===== config.mk =====
export PLATFORM = sky130hd
export DESIGN_NAME = tick_prescaler
export DESIGN_NICKNAME = d
export VERILOG_FILES = /design/src/rtl/tick_prescaler_pkg.sv /design/src/rtl/tick_prescaler_counter.sv /design/src/rtl/tick_prescaler.sv
export SDC_FILE = /design/constraint.sdc
export NUM_CORES = 1
export LEC_CHECK = 0
export BUFFER_PORTS_ARGS = -buffer_cell sky130_fd_sc_hd__buf_2
export CAP_MARGIN = 30
export CELL_PAD_IN_SITES_DETAIL_PLACEMENT = 1
export CELL_PAD_IN_SITES_GLOBAL_PLACEMENT = 1
export CORE_MARGIN = 1.5
export CORE_UTILIZATION = 40
export CTS_CLUSTER_DIAMETER = 100
export DETAILED_ROUTE_END_ITERATION = 6
export GPL_TIMING_DRIVEN = 0
export PLACE_DENSITY = 0.85
export SLEW_MARGIN = 10
export SYNTH_ARGS = -nofsm -noshare
export SYNTH_HDL_FRONTEND = slang
export SYNTH_SLANG_ARGS = --single-unit
export TNS_END_PERCENT = 10

===== constraint.sdc =====
create_clock -name i_clk -period 7.2 [get_ports i_clk]
set_clock_uncertainty 0.2 [all_clocks]
set_input_delay 1.08 -clock i_clk [delete_from_list [all_inputs] [get_ports i_clk]]
set_output_delay 1.08 -clock i_clk [all_outputs]
set_load 0.01 [all_outputs]

===== src/rtl/tick_prescaler_pkg.sv =====
// Shared types and constants for the tick prescaler: FSM encoding and the
// width of the tick tally that mirrors the downstream 4-bit counter period.
package tick_prescaler_pkg;

  typedef enum logic [1:0] {
    ST_IDLE   = 2'b00,
    ST_RUN    = 2'b01,
    ST_PAUSED = 2'b10
  } state_t;

  localparam int TICK_CNT_W = 4;

  function automatic logic is_busy(input state_t s);
    is_busy = (s != ST_IDLE);
  endfunction

endpackage


===== src/rtl/tick_prescaler_counter.sv =====
// Loadable down-counter used as the prescale divider; load has priority over
// decrement and the zero flag is decoded from the held count.
module prescale_counter #(
  parameter int W = 8
) (
  input  logic         i_clk,
  input  logic         i_rst,
  input  logic         i_load,
  input  logic         i_en,
  input  logic [W-1:0] i_load_val,
  output logic         o_zero
);

  logic [W-1:0] r_cnt;

  // Count state: load wins over enable, otherwise hold.
  always_ff @(posedge i_clk or posedge i_rst) begin
    if (i_rst) begin
      r_cnt <= '0;
    end else if (i_load) begin
      r_cnt <= i_load_val;
    end else if (i_en) begin
      r_cnt <= r_cnt - {{(W-1){1'b0}}, 1'b1};
    end else begin
      r_cnt <= r_cnt;
    end
  end

  assign o_zero = (r_cnt == '0);

endmodule


===== src/rtl/tick_prescaler.sv =====
// Programmable clock-enable generator with start/stop/pause control, emitting a
// one-cycle tick every div cycles plus a 4-bit wrapping tick tally.
module tick_prescaler
  import tick_prescaler_pkg::*;
#(
  parameter int DIV_W       = 8,
  parameter int DEFAULT_DIV = 10
) (
  input  logic                  i_clk,
  input  logic                  i_rst,
  input  logic                  i_start,
  input  logic                  i_stop,
  input  logic                  i_pause,
  input  logic                  i_div_load,
  input  logic [DIV_W-1:0]      i_div_in,
  output logic                  o_tick,
  output logic [TICK_CNT_W-1:0] o_tick_count,
  output logic                  o_busy,
  output logic [1:0]            o_state
);

  localparam logic [DIV_W-1:0] ONE = {{(DIV_W-1){1'b0}}, 1'b1};

  state_t                r_state;
  logic                  r_tick;
  logic [TICK_CNT_W-1:0] r_tick_count;
  logic [DIV_W-1:0]      r_div;

  logic                  w_load;
  logic                  w_en;
  logic [DIV_W-1:0]      w_load_val;
  logic                  w_zero;
  logic [DIV_W-1:0]      w_div_m1;
  logic [DIV_W-1:0]      w_div_in_fix;
  logic                  w_run_hold;

  assign w_div_m1     = r_div - ONE;
  assign w_div_in_fix = (i_div_in == '0) ? ONE : i_div_in;
  // A start in RUN is a no-op that still outranks pause.
  assign w_run_hold   = i_pause && !i_start;

  // Prescale counter control: stop clears, start-from-idle and terminal count reload.
  always_comb begin
    w_load     = 1'b0;
    w_en       = 1'b0;
    w_load_val = w_div_m1;
    if (i_stop) begin
      w_load     = 1'b1;
      w_load_val = '0;
    end else begin
      case (r_state)
        ST_IDLE: begin
          if (i_start) w_load = 1'b1;
          else         w_load = 1'b0;
        end
        ST_RUN: begin
          if (w_run_hold)  w_en = 1'b0;
          else if (w_zero) w_load = 1'b1;
          else             w_en = 1'b1;
        end
        default: begin
          w_load = 1'b0;
          w_en   = 1'b0;
        end
      endcase
    end
  end

  prescale_counter #(.W(DIV_W)) u_prescale_counter (
    .i_clk      (i_clk),
    .i_rst      (i_rst),
    .i_load     (w_load),
    .i_en       (w_en),
    .i_load_val (w_load_val),
    .o_zero     (w_zero)
  );

  // Control FSM with registered tick, tally and divide ratio.
  always_ff @(posedge i_clk or posedge i_rst) begin
    if (i_rst) begin
      r_state      <= ST_IDLE;
      r_tick       <= 1'b0;
      r_tick_count <= '0;
      r_div        <= DIV_W'(DEFAULT_DIV);
    end else if (i_stop) begin
      r_state <= ST_IDLE;
      r_tick  <= 1'b0;
    end else begin
      case (r_state)
        ST_IDLE: begin
          r_tick <= 1'b0;
          if (i_start) begin
            r_state      <= ST_RUN;
            r_tick_count <= '0;
          end else if (i_div_load) begin
            r_div <= w_div_in_fix;
          end else begin
            r_div <= r_div;
          end
        end
        ST_RUN: begin
          if (w_run_hold) begin
            r_state <= ST_PAUSED;
            r_tick  <= 1'b0;
          end else if (w_zero) begin
            r_tick       <= 1'b1;
            r_tick_count <= r_tick_count + TICK_CNT_W'(1);
          end else begin
            r_tick <= 1'b0;
          end
        end
        ST_PAUSED: begin
          r_tick <= 1'b0;
          if (i_start) r_state <= ST_RUN;
          else         r_state <= ST_PAUSED;
        end
        default: begin
          r_state <= ST_IDLE;
          r_tick  <= 1'b0;
        end
      endcase
    end
  end

  assign o_tick       = r_tick;
  assign o_tick_count = r_tick_count;
  assign o_busy       = is_busy(r_state);
  assign o_state      = r_state;

endmodule


After elaboration in Yosys (flattened, before gate mapping)
Index checks and enable logic that the tools add are counted.
{"block": "totals", "ff_bits": 23, "in_bits": 14, "output_inout_bits": 8, "elab_cells": 52}
{"block": "op_classes", "add_sub_neg": 3, "eq_ne": 7, "mux": 24, "bitwise_logic": 2, "reduce_logical": 11}
{"cell": "8-bit two-way mux", "count": 4}
{"cell": "8-bit logical NOT", "count": 2}
{"cell": "8-bit by 1-bit subtractor with 8-bit output (second input constant)", "count": 2}
{"cell": "4-bit two-way mux", "count": 3}
{"cell": "1-bit two-way mux", "count": 10}
{"cell": "2-bit two-way mux", "count": 4}
{"cell": "4-bit one-hot mux with 2 select lines", "count": 1}
{"cell": "3-bit inequality test (second input constant)", "count": 2}
{"cell": "2-bit one-hot mux with 3 select lines", "count": 1}
{"cell": "2-bit nonzero test", "count": 3}
{"cell": "5-bit AND reduction", "count": 1}
{"cell": "4-bit by 1-bit adder with 4-bit output (second input constant)", "count": 1}
{"cell": "2-bit inequality test (second input constant)", "count": 2}
{"cell": "4-bit AND reduction", "count": 1}
{"cell": "2-bit by 1-bit == test with 1-bit output (second input constant)", "count": 1}
{"cell": "2-bit == test (second input constant)", "count": 1}
{"cell": "2-bit logical NOT", "count": 1}
{"cell": "2-bit by 1-bit inequality test with 1-bit output (second input constant)", "count": 1}
{"cell": "1-bit inverter", "count": 2}
{"cell": "1-bit one-hot mux with 2 select lines", "count": 1}
{"cell": "2-bit AND reduction", "count": 1}
{"cell": "1-bit logical AND", "count": 1}
{"cell": "1-bit logical NOT", "count": 1}

Depth between registers and ports, before layout
Gate-level depths: netlist of run 1.
{"block": "logic_depth", "depth_word": 7, "depth_mapped": 7, "mapped_depth_nobuf": 6}

Hierarchy
Synthesis of run 1 repeated with hierarchy kept, for this count alone.
{"block": "unflattened", "hier_cells": 139, "area_unflattened_um2": 1332.5}
{"mod": "tick_prescaler", "n_inst": 1, "cells_each": 88, "area_each_um2": 874.6, "seq_area_each_um2": 377.9}
{"mod": "prescale_counter", "n_inst": 1, "cells_each": 51, "area_each_um2": 457.9, "seq_area_each_um2": 200.2}

Least setup slack after synthesis of run 1
OpenSTA, ideal clock, no wires.
{"block": "synth_path", "path_kind": "input port to flip-flop", "start": "input port i_pause", "end": "register u_prescale_counter.r_cnt[5]", "setup_ns": 0.116, "arrival_time_ns": 2.293, "t_required_ns": 6.884, "slack_ns": 4.592, "stages": 4, "path_buffers": 0, "path_cell_list": "nor2b_1 > a2111oi_0 > nand2_1 > o311ai_0"}
{"block": "synth_via", "elab_chain_cells": 5, "word_cells_on_any_way": 9, "classes_between": "mux (7); reduce/logical (2)"}
{"item": "from (decl)", "line": "tick_prescaler.sv:13", "rtl": "input logic i_pause,"}
{"item": "1-bit logical AND (*)", "line": "tick_prescaler.sv:40", "rtl": "assign w_run_hold = i_pause && !i_start;"}
{"item": "1-bit two-way mux", "line": "tick_prescaler.sv:57", "rtl": "if (w_run_hold) w_en = 1'b0;"}
{"item": "1-bit one-hot mux with 2 select lines / 1-bit two-way mux (equally long branches)", "line": "tick_prescaler.sv:51", "rtl": "case (r_state)"}
{"item": "1-bit two-way mux", "line": "tick_prescaler.sv:47", "rtl": "if (i_stop) begin"}
{"item": "8-bit two-way mux / 2-bit nonzero test (equally long branches)"}
{"item": "to (signal assigned)", "line": "tick_prescaler_counter.sv:21", "rtl": "r_cnt <= i_load_val;"}
{"item": "to (signal assigned)", "line": "tick_prescaler_counter.sv:23", "rtl": "r_cnt <= r_cnt - {{(W-1){1'b0}}, 1'b1};"}
{"item": "to (signal assigned)", "line": "tick_prescaler_counter.sv:25", "rtl": "r_cnt <= r_cnt;"}
{"item": "to (decl)", "line": "tick_prescaler_counter.sv:14", "rtl": "logic [W-1:0] r_cnt;"}
Every way passes the cells marked *; elsewhere a longest branch is shown, timed or not.
A chain may end at the register's enable or synchronous reset.

Final worst setup path of run 1
{"block": "layout_path", "start": "register r_state[0] (netlist: o_state[0])", "end": "output port o_busy"}
{"block": "layout_via", "elab_chain_cells": 1}
{"item": "from (decl)", "line": "tick_prescaler.sv:24", "rtl": "state_t r_state;"}
{"item": "from (signal assigned)", "line": "tick_prescaler.sv:81", "rtl": "r_state <= ST_IDLE;"}
{"item": "from (signal assigned)", "line": "tick_prescaler.sv:86", "rtl": "r_state <= ST_IDLE;"}
{"item": "from (signal assigned)", "line": "tick_prescaler.sv:93", "rtl": "r_state <= ST_RUN;"}
{"item": "2-bit nonzero test", "line": "tick_prescaler_pkg.sv:14", "rtl": "is_busy = (s != ST_IDLE);"}
{"item": "to (decl)", "line": "tick_prescaler.sv:18", "rtl": "output logic o_busy,"}
Every way passes these cells.

==> results of run 1 <==
-- synth_stat cells, types with 3 or more instances --
cell type,instances
nor2_1,8
o21ai_0,8
nor4_1,3
a21oi_1,5
nand2_1,5
or3_1,6
nand3_1,5
nor2b_1,6
inv_1,11
or4_1,3
nand2b_1,4
ha_1,4
mux2_2,9
dfrtp_1,21
o211ai_1,4
nor3_1,7
-- layer usage --
layer	vias to the layer above	global-route usage [%]	routed length (um)
met4	0	6.67	34
met3	4	2.72	99
met2	29	36.3	1930
li1	604	-	-
met1	635	27.1	1720
met5	-	0	0
-- cells by family after synthesis --
family | Yosys count
AND/OR/NAND/NOR | 57
AO/OA/AOI/OAI | 35
flip-flops | 23
buffers and inverters | 15
adder cells (fa/ha/maj) | 4
multiplexers | 9
XOR/XNOR | 3
-- cell usage in the layout (no fill, tap or decap), drive strengths merged, types with 6 or more instances in the layout --
master | synthesis | final
buf | 2 | 25
dfrtp | 21 | 21
inv | 11 | 11
mux2 | 9 | 9
nor2 | 8 | 8
o21ai | 8 | 8
nor3 | 7 | 7
or3 | 7 | 7
nor2b | 6 | 6
clkbuf | 2 | 6
-- registers in the layout (all words and copies together) (netlist names) --
| name | flops |
|---|---|
| r_div | 8 |
| u_prescale_counter.r_cnt | 8 |
| o_tick_count | 4 |
| o_state | 2 |
| o_tick | 1 |
-- metrics by stage --
step	instances	hold WS [ns]
after global placement	213	0.312
after detailed placement	214	0.344
after floorplan	146	0.289
after CTS	218	0.374
after global routing	219	0.392
final	219	0.371
-- power groups by stage --
stage          clock network (W)  registers (W)   logic, W
6_report               0.0000616       0.000182   0.000127
5_1_grt                0.0000688       0.000186   0.000143
4_1_cts                0.0000647       0.000182   0.000126
3_5_place_dp                   0       0.000185   0.000125
3_3_place_gp                   0       0.000180   0.000115
2_1_floorplan                  0       0.000177  0.0000882
-- worst paths after layout --
kind                                                         start  cells after the start                                       to  slack, ns
max in group asynchronous                                    i_rst                      3                     r_div[1]$_DFFE_PP1P_       5.74
hold reg to reg                               r_div[5]$_DFFE_PP0P_                      1                     r_div[5]$_DFFE_PP0P_       0.37
setup / recovery                            o_state[0]$_DFFE_PP0P_                      4                                   o_busy       4.43
min in group asynchronous                                    i_rst                      2                     r_div[4]$_DFFE_PP0P_       0.53
setup reg to reg           u_prescale_counter.r_cnt[0]$_DFFE_PP0P_                      7  u_prescale_counter.r_cnt[6]$_DFFE_PP0P_       4.53
hold / removal                                r_div[5]$_DFFE_PP0P_                      1                     r_div[5]$_DFFE_PP0P_       0.37
-- worst max-delay path, cell delays in order (launching register included) --
cell and delay [ns]:
dfrtp_1 0.42, clkbuf_1 0.22, nor2_1 0.33, inv_1 0.06, buf_2 0.14
-- cell type report --
class                           instances  area, sq um
Timing Repair Buffer                   23          124
Clock buffer                            4         26.3
Inverter                               11         41.3
Fill cell                             427         1750
Buffer                                  4         17.5
Tap cell                               46         57.6
Multi-Input combinational cell        108          768
Sequential cell                        23          578
==> qor.yml, run 1 <==
sw_frac_of_total_pct: 37.5
syn_nets: 164
place_ws_ns: 4.39
clock_latency_ns: 0.32
ir_drop_v: 0.000133
drc: 0
netlist_area_sq_um: 1410
synthMuxAreaShare_pct: 7.21
fp.dieArea_sq_um: 3880
die_y_um: 62.3
yosys_warnings: 0
synth_top_family_by_area: "simple AND/OR/NAND/NOR gates"
power_frac_seq_pct: 49.1
setup_tns_ns: 0
coreArea_sq_um: 3360
dr.pass1.iters: 4
drv_slew: 0
drive_gt1_share_pct: 25.4
postSynthAreaPerCell_sq_um: 9.62
grt_overflow: 0
setup_slack_ns: 4.43
grt_usage_pct: 20.9
ys_ff_latch: 23
first_iter_violations: 80
power_frac_comb_pct: 34.3
final.period_utilization_pct: 38.5
max-slew-margin-rel_pct: 47.0
cts-root-buf: "clkbuf_4"
synth_edf_count: 0
avgRoutedWirePerCell_um: 17.3
start_kind: "flop"
p_int_w: 0.000232
fmax_mhz: 360
clockPowerShare_pct: 16.6
fin_area_sq_um: 1610
p_per_area_nw_per_um2: 230
cts_tree: "built"
cts.repair.resized: 0
netlist_top_cells_area: "dfrtp_1 (37%), mux2_2 (7.2%), dfstp_2 (3.7%), ha_1 (3.6%), inv_1 (2.9%)"
yosysTopAreaCellShare_pct: 37.4
dpl.hpwl_um: 2940
ys_types: 44
netlist_instances: 146
drv_cap: 0
synthXorXnorAreaFrac_pct: 1.87
tightest_slew_ns: 0.789
cts_buffer_depth: 2
synthAdderAreaFrac_pct: 3.56
drt-total-wl_um: 3780
synth-simple-area-share_pct: 23.4
detail-route-antenna-nets: 0
gp_congestion: 0.801
ios: 22
hp-class: "flop to flop"
grt_pass1_vias: 1341
synth_seq_area_share_pct: 41.1
areaGrowthSynthToFinish_pct: 14.8
numClockSinks: 23
h-tree-depth: 1
ys.flop_type: "dfrtp_1"
synth_top_area_cell: "dfrtp_1"
antenna_found_initial: 0
period_minus_slack_ns: 2.77
path_class: "flop to primary output"
initial_core_util_pct: 41.8
dpl_cell_area_sq_um: 1570
synthArstFlopShare_pct: 100
num_rows: 21
critPathMaxFanout: 10
die_w_um: 62.3
holdBufCountCts: 0
hold_viol: 0
finalPower_w: 0.000371
status: "finished, final reports clean"
cts_setup_buffers: 0
synth-compound-area-share_pct: 18.6
p_switching_w: 0.000139
worstPathArrival_ns: 1.49
numCtsBuffers: 3
fin_nets: 192
grt_pass1_wl_um: 6350
leakage_nw: 0.705
dr_total_vias: 1272
end_kind: "primary output"
grt_max_degree: 24
antenna_cells: 0
port_buffers: 21
rsz0062_at_grt: "no"
clk_pin_slew_ns: 0.13
utilization_pct: 48.0
crit_required_ns: 5.92
setup_viol: 0
viasPerCell: 5.81
No activity file was read; power rests on OpenSTA's default activity.
==> run 2: changes to the inputs <==
==> constraint.sdc (replaced) <==
create_clock -name i_clk -period 2.85 [get_ports i_clk]
set_clock_uncertainty 0.2 [all_clocks]
set_input_delay 0.4275 -clock i_clk [delete_from_list [all_inputs] [get_ports i_clk]]
set_output_delay 0.4275 -clock i_clk [all_outputs]
set_load 0.01 [all_outputs]
==> qor.yml, run 2 (synthesis gave the netlist of run 1 again) <==
die_y_um: 62.3
grt_usage_pct: 20.9
coreArea_sq_um: 3360
viasPerCell: 5.80
setup_viol: 0
grt_overflow: 0
period_minus_slack_ns: 2.67
cts_tree: "built"
die_w_um: 62.3
tightest_slew_ns: 0.789
areaGrowthSynthToFinish_pct: 15.5
num_rows: 21
rsz0062_at_grt: "no"
status: "finished, final reports clean"
dpl_cell_area_sq_um: 1570
first_iter_violations: 90
drive_gt1_share_pct: 25.3
drt-total-wl_um: 3800
fin_nets: 193
grt_pass1_vias: 1341
cts_buffer_depth: 2
path_class: "flop to flop"
final_common_cell: "buf_2"
grt_pass1_wl_um: 6350
hold_viol: 0
fp.dieArea_sq_um: 3880
final.period_utilization_pct: 93.7
worstPathArrival_ns: 2.69
nFillCells: 426
gp_congestion: 0.801
cts_setup_buffers: 0
cts.repair.resized: 0
numCtsBuffers: 3
clk_pin_slew_ns: 0.13
dr.pass1.iters: 4
avgRoutedWirePerCell_um: 17.3
critPathMaxFanout: 6
detail-route-antenna-nets: 0
holdBufCountCts: 0
hp-class: "primary input to flop"
initial_core_util_pct: 41.8
antenna_cells: 0
dr_total_vias: 1275
port_buffers: 21
setup_tns_ns: 0
grt_max_degree: 24
dpl.hpwl_um: 2940
final_cell_mix: "buf_2 (23), dfrtp_1 (21), inv_1 (11)"
clock_latency_ns: 0.32
antenna_found_initial: 0
numClockSinks: 23
drv_slew: 0
drc: 0
cts-root-buf: "clkbuf_4"
drv_cap: 0
max-slew-margin-rel_pct: 47.0
crit_required_ns: 2.87
h-tree-depth: 1
leakage_nw: 0.709
ir_drop_v: 0.000337
p_per_area_nw_per_um2: 578
end_kind: "flop"
start_kind: "flop"
ios: 22
fmax_mhz: 375
fin_area_sq_um: 1620
run 2: cell type report:
type | count | area [sq um] | share of cell area [%]
clock buffers | 4 | 26.3 | 1.62
plain buffers | 4 | 17.5 | 1.08
inverters | 11 | 41.3 | 2.54
multi-input cells | 108 | 768 | 47.3
well taps | 46 | 57.6 | 3.55
flip-flops and latches | 23 | 578 | 35.6
repair buffers | 24 | 134 | 8.25
run 2: where the power goes:
group	internal (W)	switching, W
clock	0.0000548	0.000101
sequential	0.000391	0.0000690
combinational	0.000141	0.000182
total	0.000587	0.000352
run 2: metrics by stage:
step | power (W) | hold WS [ns] | utilization (%) | worst slack (ns) | std cells
floorplan | 0.000670 | 0.228 | - | 0.421 | 146
global placement | 0.000747 | 0.312 | 46.6 | 0.148 | 213
detailed placement | 0.000783 | 0.344 | 46.7 | 0.214 | 214
CTS | 0.000942 | 0.0993 | 47.5 | 0.185 | 218
global route | 0.00101 | 0.137 | 48.3 | 0.0831 | 220
finish | 0.000939 | 0.145 | 48.3 | 0.181 | 220
run 2: path summary, 6_finish.rpt:
check | start | to | slack, ns | cells past startpoint
max | u_prescale_counter.r_cnt[0]$_DFFE_PP0P_ | u_prescale_counter.r_cnt[6]$_DFFE_PP0P_ | 0.18 | 7
min in group asynchronous | i_rst | r_div[4]$_DFFE_PP0P_ | 0.43 | 3
max reg2reg | u_prescale_counter.r_cnt[0]$_DFFE_PP0P_ | u_prescale_counter.r_cnt[6]$_DFFE_PP0P_ | 0.18 | 7
max in group asynchronous | i_rst | r_div[1]$_DFFE_PP1P_ | 1.49 | 4
min | i_div_in[5] | r_div[5]$_DFFE_PP0P_ | 0.15 | 2
min reg2reg | r_div[5]$_DFFE_PP0P_ | r_div[5]$_DFFE_PP0P_ | 0.37 | 1
run 2: per-layer routing:
layer	routed length (um)	track usage [%]	vias up
met2	1940	36.3	29
li1	-	-	606
met5	0	0	-
met4	32	6.67	0
met3	106	2.72	4
met1	1720	27.1	636
run 2: critical path: stages, from the launching register on:
cell	delay, ns
dfrtp_1	0.45
inv_1	0.12
ha_1	0.18
or4b_1	0.48
or4_1	0.50
buf_2	0.17
a221o_1	0.37
o311ai_1	0.10
